--- src/rtl/alu_mul_seq.sv ---
// alu_mul_seq: multi-cycle unsigned shift-and-add multiplier controller.
// It has no adder or shifter of its own. It borrows the shared combinational
// ALU through a req/gnt handshake, so the core arbiter can interleave it with
// normal instructions. The product is a*b truncated to `RegWidth bits.
//
// Ports:
//   clk, rst_n        rising-edge clock, asynchronous active-low reset
//   start, a, b       start a multiply (sampled only in IDLE); operands are
//                     latched when start is accepted
//   busy, done        busy outside IDLE; done is a one-cycle result pulse
//   product           result (the accumulator); valid while done is high
//   alu_req/alu_gnt   ALU handshake; alu_result is valid in the grant cycle
//   alu_op/alu_a/alu_b  ALU command and operands
//   alu_result        combinational ALU output

`ifndef RegWidth
`define RegWidth 32
`endif
`ifndef AluOpWidth
`define AluOpWidth 4
`endif
`ifndef ALU_OP_ADD
`define ALU_OP_ADD 0
`endif
`ifndef ALU_OP_SL
`define ALU_OP_SL 4
`endif

module alu_mul_seq (
  input  logic                   clk,
  input  logic                   rst_n,
  input  logic                   start,
  input  logic [`RegWidth-1:0]   a,
  input  logic [`RegWidth-1:0]   b,
  output logic                   busy,
  output logic                   done,
  output logic [`RegWidth-1:0]   product,
  output logic                   alu_req,
  input  logic                   alu_gnt,
  output logic [`AluOpWidth-1:0] alu_op,
  output logic [`RegWidth-1:0]   alu_a,
  output logic [`RegWidth-1:0]   alu_b,
  input  logic [`RegWidth-1:0]   alu_result
);

  localparam int unsigned W  = `RegWidth;
  localparam int unsigned OW = `AluOpWidth;
  localparam logic [OW-1:0] OP_ADD = OW'(`ALU_OP_ADD);
  localparam logic [OW-1:0] OP_SL  = OW'(`ALU_OP_SL);

  typedef enum logic [1:0] {
    IDLE,
    ADD,
    SHIFT,
    FIN
  } state_t;

  state_t       state, state_nxt;
  logic [W-1:0] mcand;
  logic [W-1:0] mplier;
  logic [W-1:0] acc;
  logic [W-1:0] mplier_shr;

  assign mplier_shr = mplier >> 1;
  assign product    = acc;

  // Step selection from the remaining multiplier bits: nothing left means
  // finished, a set LSB needs an add first, otherwise just shift.
  function automatic state_t pick_step(input logic [W-1:0] m);
    if (m == '0)
      return FIN;
    else if (m[0])
      return ADD;
    else
      return SHIFT;
  endfunction

  always_ff @(posedge clk or negedge rst_n) begin
    if (!rst_n) begin
      state  <= IDLE;
      mcand  <= '0;
      mplier <= '0;
      acc    <= '0;
    end else begin
      state <= state_nxt;
      case (state)
        IDLE: begin
          if (start) begin
            mcand  <= a;
            mplier <= b;
            acc    <= '0;
          end
        end
        ADD: begin
          if (alu_gnt)
            acc <= alu_result;
        end
        SHIFT: begin
          if (alu_gnt) begin
            mcand  <= alu_result;
            mplier <= mplier_shr;
          end
        end
        default: ;
      endcase
    end
  end

  // ALU outputs decode from state, acc and mcand only; alu_gnt only steers
  // the next state, so a stalled request holds its command unchanged.
  always_comb begin
    state_nxt = state;
    busy      = (state != IDLE);
    done      = 1'b0;
    alu_req   = 1'b0;
    alu_op    = OP_ADD;
    alu_a     = '0;
    alu_b     = '0;
    case (state)
      IDLE: begin
        if (start)
          state_nxt = pick_step(b);
      end
      ADD: begin
        alu_req = 1'b1;
        alu_op  = OP_ADD;
        alu_a   = acc;
        alu_b   = mcand;
        if (alu_gnt)
          state_nxt = SHIFT;
      end
      SHIFT: begin
        alu_req = 1'b1;
        alu_op  = OP_SL;
        alu_a   = mcand;
        alu_b   = W'(1);
        if (alu_gnt)
          state_nxt = pick_step(mplier_shr);
      end
      FIN: begin
        done      = 1'b1;
        state_nxt = IDLE;
      end
      default: state_nxt = IDLE;
    endcase
  end

endmodule

--- config.mk ---
export PLATFORM = sky130hd
export DESIGN_NAME = alu_mul_seq
export DESIGN_NICKNAME = d
export VERILOG_FILES = /design/src/rtl/alu_mul_seq.sv
export SDC_FILE = /design/constraint.sdc
export NUM_CORES = 1
export LEC_CHECK = 0
export CORE_MARGIN = 3
export CORE_UTILIZATION = 35
export DETAILED_ROUTE_END_ITERATION = 10
export DONT_BUFFER_PORTS = 1
export PLACE_DENSITY_LB_ADDON = 0.3
export SYNTH_ARGS = -nofsm -noshare
export SYNTH_HDL_FRONTEND = slang
export SYNTH_SLANG_ARGS = --single-unit
--- constraint.sdc ---
create_clock -name clk -period 2.8 [get_ports clk]
set_input_delay 0.42 -clock clk [delete_from_list [all_inputs] [get_ports clk]]
set_output_delay 0.42 -clock clk [all_outputs]
set_load 0.05 [all_outputs]
==> flow_metrics.env <==
export IMPL_run_status="complete, but fails checks"
export IMPL_violations="negative hold slack"
export IMPL_holdWs_ps=-27.7
export IMPL_ctsHoldBuffers=1
export IMPL_clk_pin_slew_ps=60
export IMPL_post_place_ws_ps=556
export IMPL_cp_max_fo=33
export IMPL_seqPwrFrac_pct=27.4
export IMPL_cp_arrival_ps=2170
export IMPL_clockBufferDepth=2
export IMPL_cts_setup_buffers=0
export IMPL_via_per_inst=5.56
export IMPL_wl_per_cell_um=19.5
export IMPL_ys_warn_count=0
export IMPL_slew_headroom_pct=61.0
export IMPL_boundaryPins=203
export IMPL_synth_top_area_share_pct=48.2
export IMPL_powerDensity_nw_per_um2=1520
export IMPL_hold_viol=7
export IMPL_ys_types=28
export IMPL_cts_made_buffers=9
export IMPL_insertion_delay_ps=340
export IMPL_max_cap_violations=0
export IMPL_hpwl_mm=10.6
export IMPL_drt_total_wl_mm=15.0
export IMPL_endpoint_kind="primary output"
export IMPL_avgSynthCellArea_um2=9.26
export IMPL_p_switching_mw=5.14
export IMPL_synth_seq_area_share_pct=48.2
export IMPL_finalNetCount=690
export IMPL_grt_max_degree=98
export IMPL_root_buffer="clkbuf_16"
export IMPL_yosys_area_top_type="dfrtp_1"
export IMPL_detail_route_antenna_nets=0
export IMPL_synth_area_leaders="dfrtp_1 (48%), mux2i_1 (13%), a21oi_1 (6.3%)"
export IMPL_ir_drop_mv=0.607
export IMPL_grt_pass1_vias=4326
export IMPL_hold_class="input pin to asynchronous set/reset pin"
export IMPL_rsz0062_at_grt="no"
export IMPL_crit_type="flip-flop to primary output"
export IMPL_crit_required_ps=2380
export IMPL_cts_resized=0
export IMPL_p_int_mw=5.16
export IMPL_final_core_util_pct=48.4
export IMPL_die_width_um=126
export IMPL_dieHeight_um=126
export IMPL_nFillCells=1288
export IMPL_diodes=0
export IMPL_drtIter0Drc=209
export IMPL_worst_pin_slew_ps=585
export IMPL_tritoncts="done"
export IMPL_dr_pass1_iters=4
export IMPL_drive_gt1_share_pct=15.9
export IMPL_cts_htree_levels=3
export IMPL_row_count=43
export IMPL_syn_to_final_growth_pct=34.4
export IMPL_vias=4282
export IMPL_numPortBuffers=0
export IMPL_coreArea_um2=14000
export IMPL_antenna_found_initial=0
export IMPL_pwr_share_clk_pct=11.2
export IMPL_drc=0
export IMPL_syn_area_um2=5040
export IMPL_max_freq_mhz=386
export IMPL_gp_congestion=0.797
export IMPL_switching_share_pct=49.9
export IMPL_start_util_pct=36.0
export IMPL_reg2reg_depth=8
export IMPL_cp_start_kind="flip-flop"
export IMPL_fin_ws_ps=208
export IMPL_p_leak_nw=3.02
export IMPL_ys_ff_latch=97
export IMPL_slew_viol_final=0
export IMPL_fin_setup_tns_ps=0
export IMPL_synthCells=544
export IMPL_fin_crit_sh_pct=92.6
export IMPL_grt_pass1_wl_mm=23.6
export IMPL_grt_usage_pct=18.6
export IMPL_gr_total_overflow=0
export IMPL_finClkSkew_ps=5.82
export IMPL_dieArea_um2=15900
export IMPL_finalSetupViolCount=0
export IMPL_cts_sinks=97
export IMPL_period_needed_ps=2590
export IMPL_power_frac_comb_pct=61.4
[state kept, by name (all words and copies together) (netlist names)]
signal and flops:
mcand 32, mplier 31, product 32, state 2
[cells in the mapped netlist]
cell      instances
a211oi_1          2
a21o_1            2
a21oi_1          63
a221oi_1          1
a22o_1           32
and2_1            3
and3_1           31
buf_1             4
buf_2            17
buf_4             6
clkbuf_1         21
conb_1            1
dfrtp_1          97
ha_1              5
inv_1             4
mux2i_1          63
nand2_1          67
nand2b_1          1
nand3_1          32
nand3b_1          1
nand4_1           4
nor2_1           64
nor2_2            1
nor2b_1           1
nor3_1            1
nor4_1           15
o21ai_0           4
o21bai_1          1
[layer usage]
metal / GRT usage, % / part of all wire (%)
met1: 22.4 / 39
met2: 31.9 / 50
met3: 5.39 / 9.3
met4: 6.18 / 2.0
met5: 0 / 0
[cell families (layout without fill, tap and decap cells)]
family | after synthesis | after routing | share of synthesized area (%)
and+or+nand+nor | 221 | 221 | 20.1
AOI/OAI and AO/OA | 105 | 105 | 13.1
DFF | 97 | 97 | 48.2
muxes | 63 | 63 | 12.5
buffers and inverters | 52 | 96 | 4.74
adders and majority gates | 5 | 5 | 1.24
other | 1 | 3 | 0.0744
[placed cells by master (no fill, tap or decap), drive strengths merged]
master and instances:
a211oi 2, nand2b 1, clkinv 4, nor2 65, buf 76, nand3b 1
o21bai 1, and2 3, conb 3, inv 4, nand3 32, mux2i 63
a22o 32, ha 5, nand2 67, and3 31, clkinvlp 1, nor4 15
clkbuf 11, nor2b 1, nand4 4, a221oi 1, dfrtp 97, nor3 1
a21o 2, o21ai 4, a21oi 63
[critical path: stages (launching register included)]
cell,delay [ps]
dfrtp_1,440
inv_1,120
ha_1,330
and2_1,130
buf_4,360
a22o_1,290
buf_12,160
[power groups by stage]
stage	clock network [mW]	registers, mW	logic [mW]
3_5_place_dp	0	2.85	6.36
4_1_cts	1.18	2.82	6.39
3_3_place_gp	0	2.81	6.20
6_report	1.15	2.83	6.33
2_1_floorplan	0	2.67	4.02
5_1_grt	1.24	2.91	6.77
[final timing paths]
path / end / slack, ps / startpoint
setup / recovery: alu_a[18] / 210 / state[1]
hold / removal: product[24] / -30 / rst_n
setup reg to reg: mcand[14] / 560 / state[0]
hold reg to reg: mcand[26] / 550 / mcand[26]
max in group asynchronous: mcand[5] / 2380 / rst_n
min in group clk: product[13] / 210 / alu_result[13]
[metrics by stage]
step | cells | instance area (µm²) | hold slack (ps) | power, mW
2_1_floorplan | 546 | 5050 | 124 | 6.68
4_1_cts | 770 | 6770 | 13.7 | 10.4
6_report | 770 | 6770 | -27.7 | 10.3
3_5_place_dp | 753 | 6470 | 128 | 9.21
3_3_place_gp | 753 | 6470 | 127 | 9.01
5_1_grt | 770 | 6770 | 24.1 | 10.9
[layout make-up]
class                           count  area (µm²)  area share [%]
Clock inverter                      5        31.3           0.462
Inverter                            4        15.0           0.222
Clock buffer                       11         243            3.58
Sequential cell                    97        2430            35.8
Tap cell                          180         225            3.33
Multi-Input combinational cell    397        2400            35.5
Timing Repair Buffer               76        1430            21.1
Note: power is estimated with default switching activity, not from simulation.
